### src/rtl/sp_rx_aligner.sv
// rtl/sp_rx_aligner.sv - serial-to-parallel receiver with comma hunt, word lock and link-active detection
//
// Purpose:
//   Deserialises an MSB-first bit stream, hunts COMMA at any bit offset,
//   locks the word boundary and declares the link active after SYNC_COUNT
//   consecutive aligned commas. While active, non-comma words are delivered
//   on data_out with a one-cycle valid_out strobe.
//
// Optional feature macro: RX_LOSS_DET_EN
//   When defined, the link drops back to SEARCH after LOSS_WORDS word
//   boundaries without an aligned comma. When undefined, LOSS_WORDS is unused
//   and ACTIVE is left only by reset.
//
// Ports:
//   clk_32f    in   1      bit clock, all logic on posedge
//   reset      in   1      synchronous, active-high
//   data_in    in   1      serial data, MSB first
//   data_out   out  WIDTH  last delivered data word
//   valid_out  out  1      one-cycle strobe when data_out takes a non-comma word
//   active     out  1      link locked
module sp_rx_aligner #(
    parameter int                 WIDTH      = 8,
    parameter logic [WIDTH-1:0]   COMMA      = WIDTH'(8'hBC),
    parameter int                 SYNC_COUNT = 4,
    parameter int                 LOSS_WORDS = 16
) (
    input  logic             clk_32f,
    input  logic             reset,
    input  logic             data_in,
    output logic [WIDTH-1:0] data_out,
    output logic             valid_out,
    output logic             active
);

    localparam int BW = $clog2(WIDTH);
    localparam int CW = $clog2(SYNC_COUNT + 1);

    localparam logic [BW-1:0] LAST_BIT  = BW'(WIDTH - 1);
    localparam logic [CW-1:0] SYNC_LAST = CW'(SYNC_COUNT - 1);
    localparam logic [CW-1:0] SYNC_FULL = CW'(SYNC_COUNT);

    localparam logic [1:0] SEARCH = 2'd0;
    localparam logic [1:0] SYNC   = 2'd1;
    localparam logic [1:0] ACTIVE = 2'd2;

    // Reject illegal parameterisations at elaboration time.
    if (WIDTH < 2 || SYNC_COUNT < 1 || LOSS_WORDS < 1) begin : g_param_check
        $error("sp_rx_aligner: illegal parameter value");
    end

    logic [1:0]       state;
    logic [WIDTH-1:0] sr;
    logic [WIDTH-1:0] nxt;
    logic [BW-1:0]    bit_cnt;
    logic [CW-1:0]    comma_cnt;
    logic             boundary;

`ifdef RX_LOSS_DET_EN
    localparam int GW = $clog2(LOSS_WORDS + 1);
    localparam logic [GW-1:0] GAP_LAST = GW'(LOSS_WORDS - 1);
    logic [GW-1:0] gap_cnt;
`endif

    // Window including the bit arriving this cycle; all decisions use it so
    // the word is recognised at the same edge its last bit is sampled.
    assign nxt      = {sr[WIDTH-2:0], data_in};
    assign boundary = (bit_cnt == LAST_BIT);

    always_ff @(posedge clk_32f) begin
        if (reset) begin
            state     <= SEARCH;
            sr        <= '0;
            bit_cnt   <= '0;
            comma_cnt <= '0;
            data_out  <= '0;
            valid_out <= 1'b0;
            active    <= 1'b0;
`ifdef RX_LOSS_DET_EN
            gap_cnt   <= '0;
`endif
        end else begin
            sr        <= nxt;
            valid_out <= 1'b0;

            // Word counter only runs once a boundary has been chosen.
            if (state != SEARCH) begin
                bit_cnt <= boundary ? '0 : bit_cnt + 1'b1;
            end

            case (state)
                SEARCH: begin
`ifdef RX_LOSS_DET_EN
                    gap_cnt <= '0;
`endif
                    if (nxt == COMMA) begin
                        bit_cnt   <= '0;
                        comma_cnt <= CW'(1);
                        if (SYNC_COUNT == 1) begin
                            state  <= ACTIVE;
                            active <= 1'b1;
                        end else begin
                            state <= SYNC;
                        end
                    end
                end

                SYNC: begin
`ifdef RX_LOSS_DET_EN
                    gap_cnt <= '0;
`endif
                    if (boundary) begin
                        if (nxt == COMMA) begin
                            // Counter stops at SYNC_COUNT, so it cannot wrap.
                            if (comma_cnt >= SYNC_LAST) begin
                                comma_cnt <= SYNC_FULL;
                                state     <= ACTIVE;
                                active    <= 1'b1;
                            end else begin
                                comma_cnt <= comma_cnt + 1'b1;
                            end
                        end else begin
                            // Misaligned guess: restart the bit hunt from the next bit.
                            comma_cnt <= '0;
                            state     <= SEARCH;
                        end
                    end
                end

                ACTIVE: begin
                    if (boundary) begin
`ifdef RX_LOSS_DET_EN
                        if (nxt == COMMA) begin
                            gap_cnt <= '0;
                        end else if (gap_cnt >= GAP_LAST) begin
                            // Too long without an idle: drop lock, do not deliver this word.
                            active    <= 1'b0;
                            state     <= SEARCH;
                            comma_cnt <= '0;
                            gap_cnt   <= '0;
                        end else begin
                            gap_cnt   <= gap_cnt + 1'b1;
                            data_out  <= nxt;
                            valid_out <= 1'b1;
                        end
`else
                        if (nxt != COMMA) begin
                            data_out  <= nxt;
                            valid_out <= 1'b1;
                        end
`endif
                    end
                end

                default: state <= SEARCH;
            endcase
        end
    end

endmodule

### config.mk
export PLATFORM = sky130hd
export DESIGN_NAME = sp_rx_aligner
export DESIGN_NICKNAME = d
export VERILOG_FILES = /design/src/rtl/sp_rx_aligner.sv
export SDC_FILE = /design/constraint.sdc
export NUM_CORES = 1
export LEC_CHECK = 0
export CAP_MARGIN = 20
export CORE_MARGIN = 2
export CORE_UTILIZATION = 60
export CTS_BUF_LIST = sky130_fd_sc_hd__clkbuf_8
export DETAILED_ROUTE_END_ITERATION = 16
export GPL_TIMING_DRIVEN = 0
export PLACE_DENSITY = 0.91
export SLEW_MARGIN = 20
export SYNTH_ARGS = -nofsm -noshare
export SYNTH_HDL_FRONTEND = slang
export SYNTH_SLANG_ARGS = --single-unit
### constraint.sdc
create_clock -name clk_32f -period 4.2 [get_ports clk_32f]
set_clock_uncertainty 0.15 [all_clocks]
set_input_delay 0.84 -clock clk_32f [delete_from_list [all_inputs] [get_ports clk_32f]]
set_output_delay 0.84 -clock clk_32f [all_outputs]
set_load 0.02 [all_outputs]
==> results_dict.tcl <==
set metrics [dict create \
    dieHeight_um 46.3 \
    cp.required_ns 4.21 \
    initial_core_util_pct 62.9 \
    synth_edf_count 0 \
    finalCriticalPeriod_ns 2.38 \
    vdd.ir_drop.worst_mv 0.273 \
    synth.ff_latch_count 25 \
    portBuffers 12 \
    synth.distinct_cells 31 \
    wl_per_cell_um 13.8 \
    antenna_cells 0 \
    viasPerCell 5.70 \
    syn_inst 99 \
    cts_inserted_buffers 3 \
    die_x_um 46.3 \
    crit_path_end "data_out[6]$_SDFFE_PP0P_" \
    fin_crit_sh_pct 56.8 \
    syn_to_final_growth_pct 18.4 \
    hpwl_mm 1.42 \
    place_congestion 0.747 \
    grt_usage_pct 21.6 \
    path_max_fanout 9 \
    clockBufferDepth 2 \
    pin_count 13 \
    synthFlopType "dfxtp_1" \
    nets 123 \
    overflow 0 \
    combinationalPowerShare_pct 2.5 \
    synth-async-reset-ratio_pct 0 \
    fin_setup_tns_ns 0 \
    maxCapViolations 0 \
    regToRegEndpoint "comma_cnt[1]$_SDFFE_PP0P_" \
    grt_max_degree 15 \
    syn_area_mm2 0.00107 \
    utilization_pct 74.4 \
    routed_wl_mm 1.94 \
    crit_arrival_ns 2.40 \
    hold_class "reg -> reg" \
    seq_area_frac_synth_pct 46.6 \
    worstSetupPathType "in -> reg" \
    synthesis.nets 106 \
    drc 0 \
    grt_pass1_wl_mm 3.28 \
    final_max_slew_viol_count 0 \
    cts_setup_buffers 0 \
    first_iter_violations 12 \
    hold_violations 0 \
    cts-resized-gates 0 \
    grt_pass1_vias 795 \
    die_area_mm2 0.00214 \
    grt_setup_unrepaired "no" \
    status "completed" \
    multiInputGateArea_um2 534 \
    holdPathStages 2 \
    cts_max_level 1 \
    ant_nets 0 \
    fmax_ghz 0.419 \
    seqCellArea_um2 500 \
    p_leak_nw 0.489 \
    end_kind "register" \
    fill_cells 118 \
    start_kind "primary input" \
    tightest_slew_ns 0.529 \
    switching_share_pct 20.5 \
    cts_tree "built" \
    antenna_found_initial 0 \
    clkSinkCount 25 \
    p_switching_uw 79.5 \
    root_buffer "clkbuf_8" \
    drive_gt1_share_pct 13.9 \
    rr_worst_depth 5 \
    setup_violations 0 \
    vias 798 \
    p_int_uw 309 \
    avgSynthCellArea_um2 10.8 \
    coreArea_mm2 0.00171 \
    clkPwrFrac_pct 36.0 \
    hold_buffers 0 \
    power_density_mw_per_mm2 306 \
    seqPwrFrac_pct 61.5 \
    critPathLaunch "data_in" \
    rrSetupSlack_ns 2.38 \
    yosys_warnings 0 \
    timing.rr.start "comma_cnt[0]$_SDFFE_PP0P_" \
    rows 15 \
    insertion_delay_ns 0.27 \
    clk_pin_slew_ns 0.09 \
    finalPower_uw 388 \
    slew_headroom_pct 64.5 \
    dr.pass1.iters 6 \
]
## kinds of logic (layout without fill, tap and decap cells)
family	Yosys count	count (layout)	share of synthesized area [%]
compound gates	20	20	15.0
fa+ha+maj	4	4	4.66
buf+inv	8	24	3.61
flops	25	25	46.6
mux	8	8	8.27
simple gates	34	34	21.8
## how the worst min path moves through the flow
stage	start	endpoint	slack [ns]
6_report	active$_SDFFE_PP0P_	active$_SDFFE_PP0P_	0.32
5_1_grt	sr[5]$_SDFF_PP0_	sr[6]$_SDFF_PP0_	0.35
4_1_cts	active$_SDFFE_PP0P_	active$_SDFFE_PP0P_	0.33
3_5_place_dp	active$_SDFFE_PP0P_	active$_SDFFE_PP0P_	0.31
3_3_place_gp	active$_SDFFE_PP0P_	active$_SDFFE_PP0P_	0.30
2_1_floorplan	sr[0]$_SDFF_PP0_	sr[1]$_SDFF_PP0_	0.31
## cell usage in the layout (no fill, tap or decap), types with 3 or more instances in the layout
master / netlist / layout
clkbuf_8: 0 / 3
nand3b_1: 5 / 5
mux2_2: 6 / 6
ha_1: 4 / 4
nor2b_1: 14 / 14
nand2b_1: 4 / 4
a21oi_1: 4 / 4
o211ai_1: 3 / 3
clkbuf_1: 4 / 4
clkdlybuf4s50_1: 0 / 12
dfxtp_1: 25 / 25
## area by class of cell
type                    count  area share, %
plain buffers               6           2.46
clock buffers               3           3.25
clock inverters             1          0.394
inverters                   2          0.591
multi-input cells          66           42.0
flip-flops and latches     25           39.4
well taps                  25           2.46
repair buffers             12           9.45
## synth_stat cells, drive strengths merged (3+ instances only)
| cell type | instances | area [µm²] |
|---|---|---|
| mux2 | 7 | 78.8 |
| nand3b | 5 | 37.5 |
| nor2b | 14 | 87.6 |
| nand2b | 4 | 25.0 |
| o211ai | 3 | 22.5 |
| clkbuf | 4 | 15.0 |
| dfxtp | 25 | 500 |
| a21oi | 4 | 20.0 |
| ha | 4 | 50.1 |
## routing by layer
metal	wire length (µm)	GRT usage, %
met4	31	8.57
met3	58	3.53
met5	0	0
met1	867	26.0
met2	981	37.8
## power groups by stage
stage          clock network, mW  registers (mW)  logic [mW]
2_1_floorplan                  0           0.244     0.00575
3_3_place_gp                   0           0.245     0.00942
3_5_place_dp                   0           0.245     0.00946
4_1_cts                    0.143           0.239     0.00956
5_1_grt                    0.150           0.239      0.0105
6_report                   0.140           0.239     0.00952
## critical path, cell delays in order
cell and delay, ns:
clkdlybuf4s50_1 0.41, nand4bb_1 0.23, buf_6 0.17, o2111ai_4 0.36, mux2_2 0.39
## flip-flops by register name, summed over array words and instances, names as in the netlist
signal	flops
comma_cnt	3
sr	7
state	2
active	1
bit_cnt	3
valid_out	1
data_out	8
## metrics by stage
step	cell area, µm²	instances	hold WS, ns	setup slack, ns
after floorplan	1070	99	0.306	2.09
after global placement	1220	136	0.298	1.57
after detailed placement	1220	136	0.310	1.52
after CTS	1270	140	0.327	1.81
after global routing	1270	140	0.347	1.73
final	1270	140	0.322	1.82
Note: power is estimated with default switching activity, not from simulation.
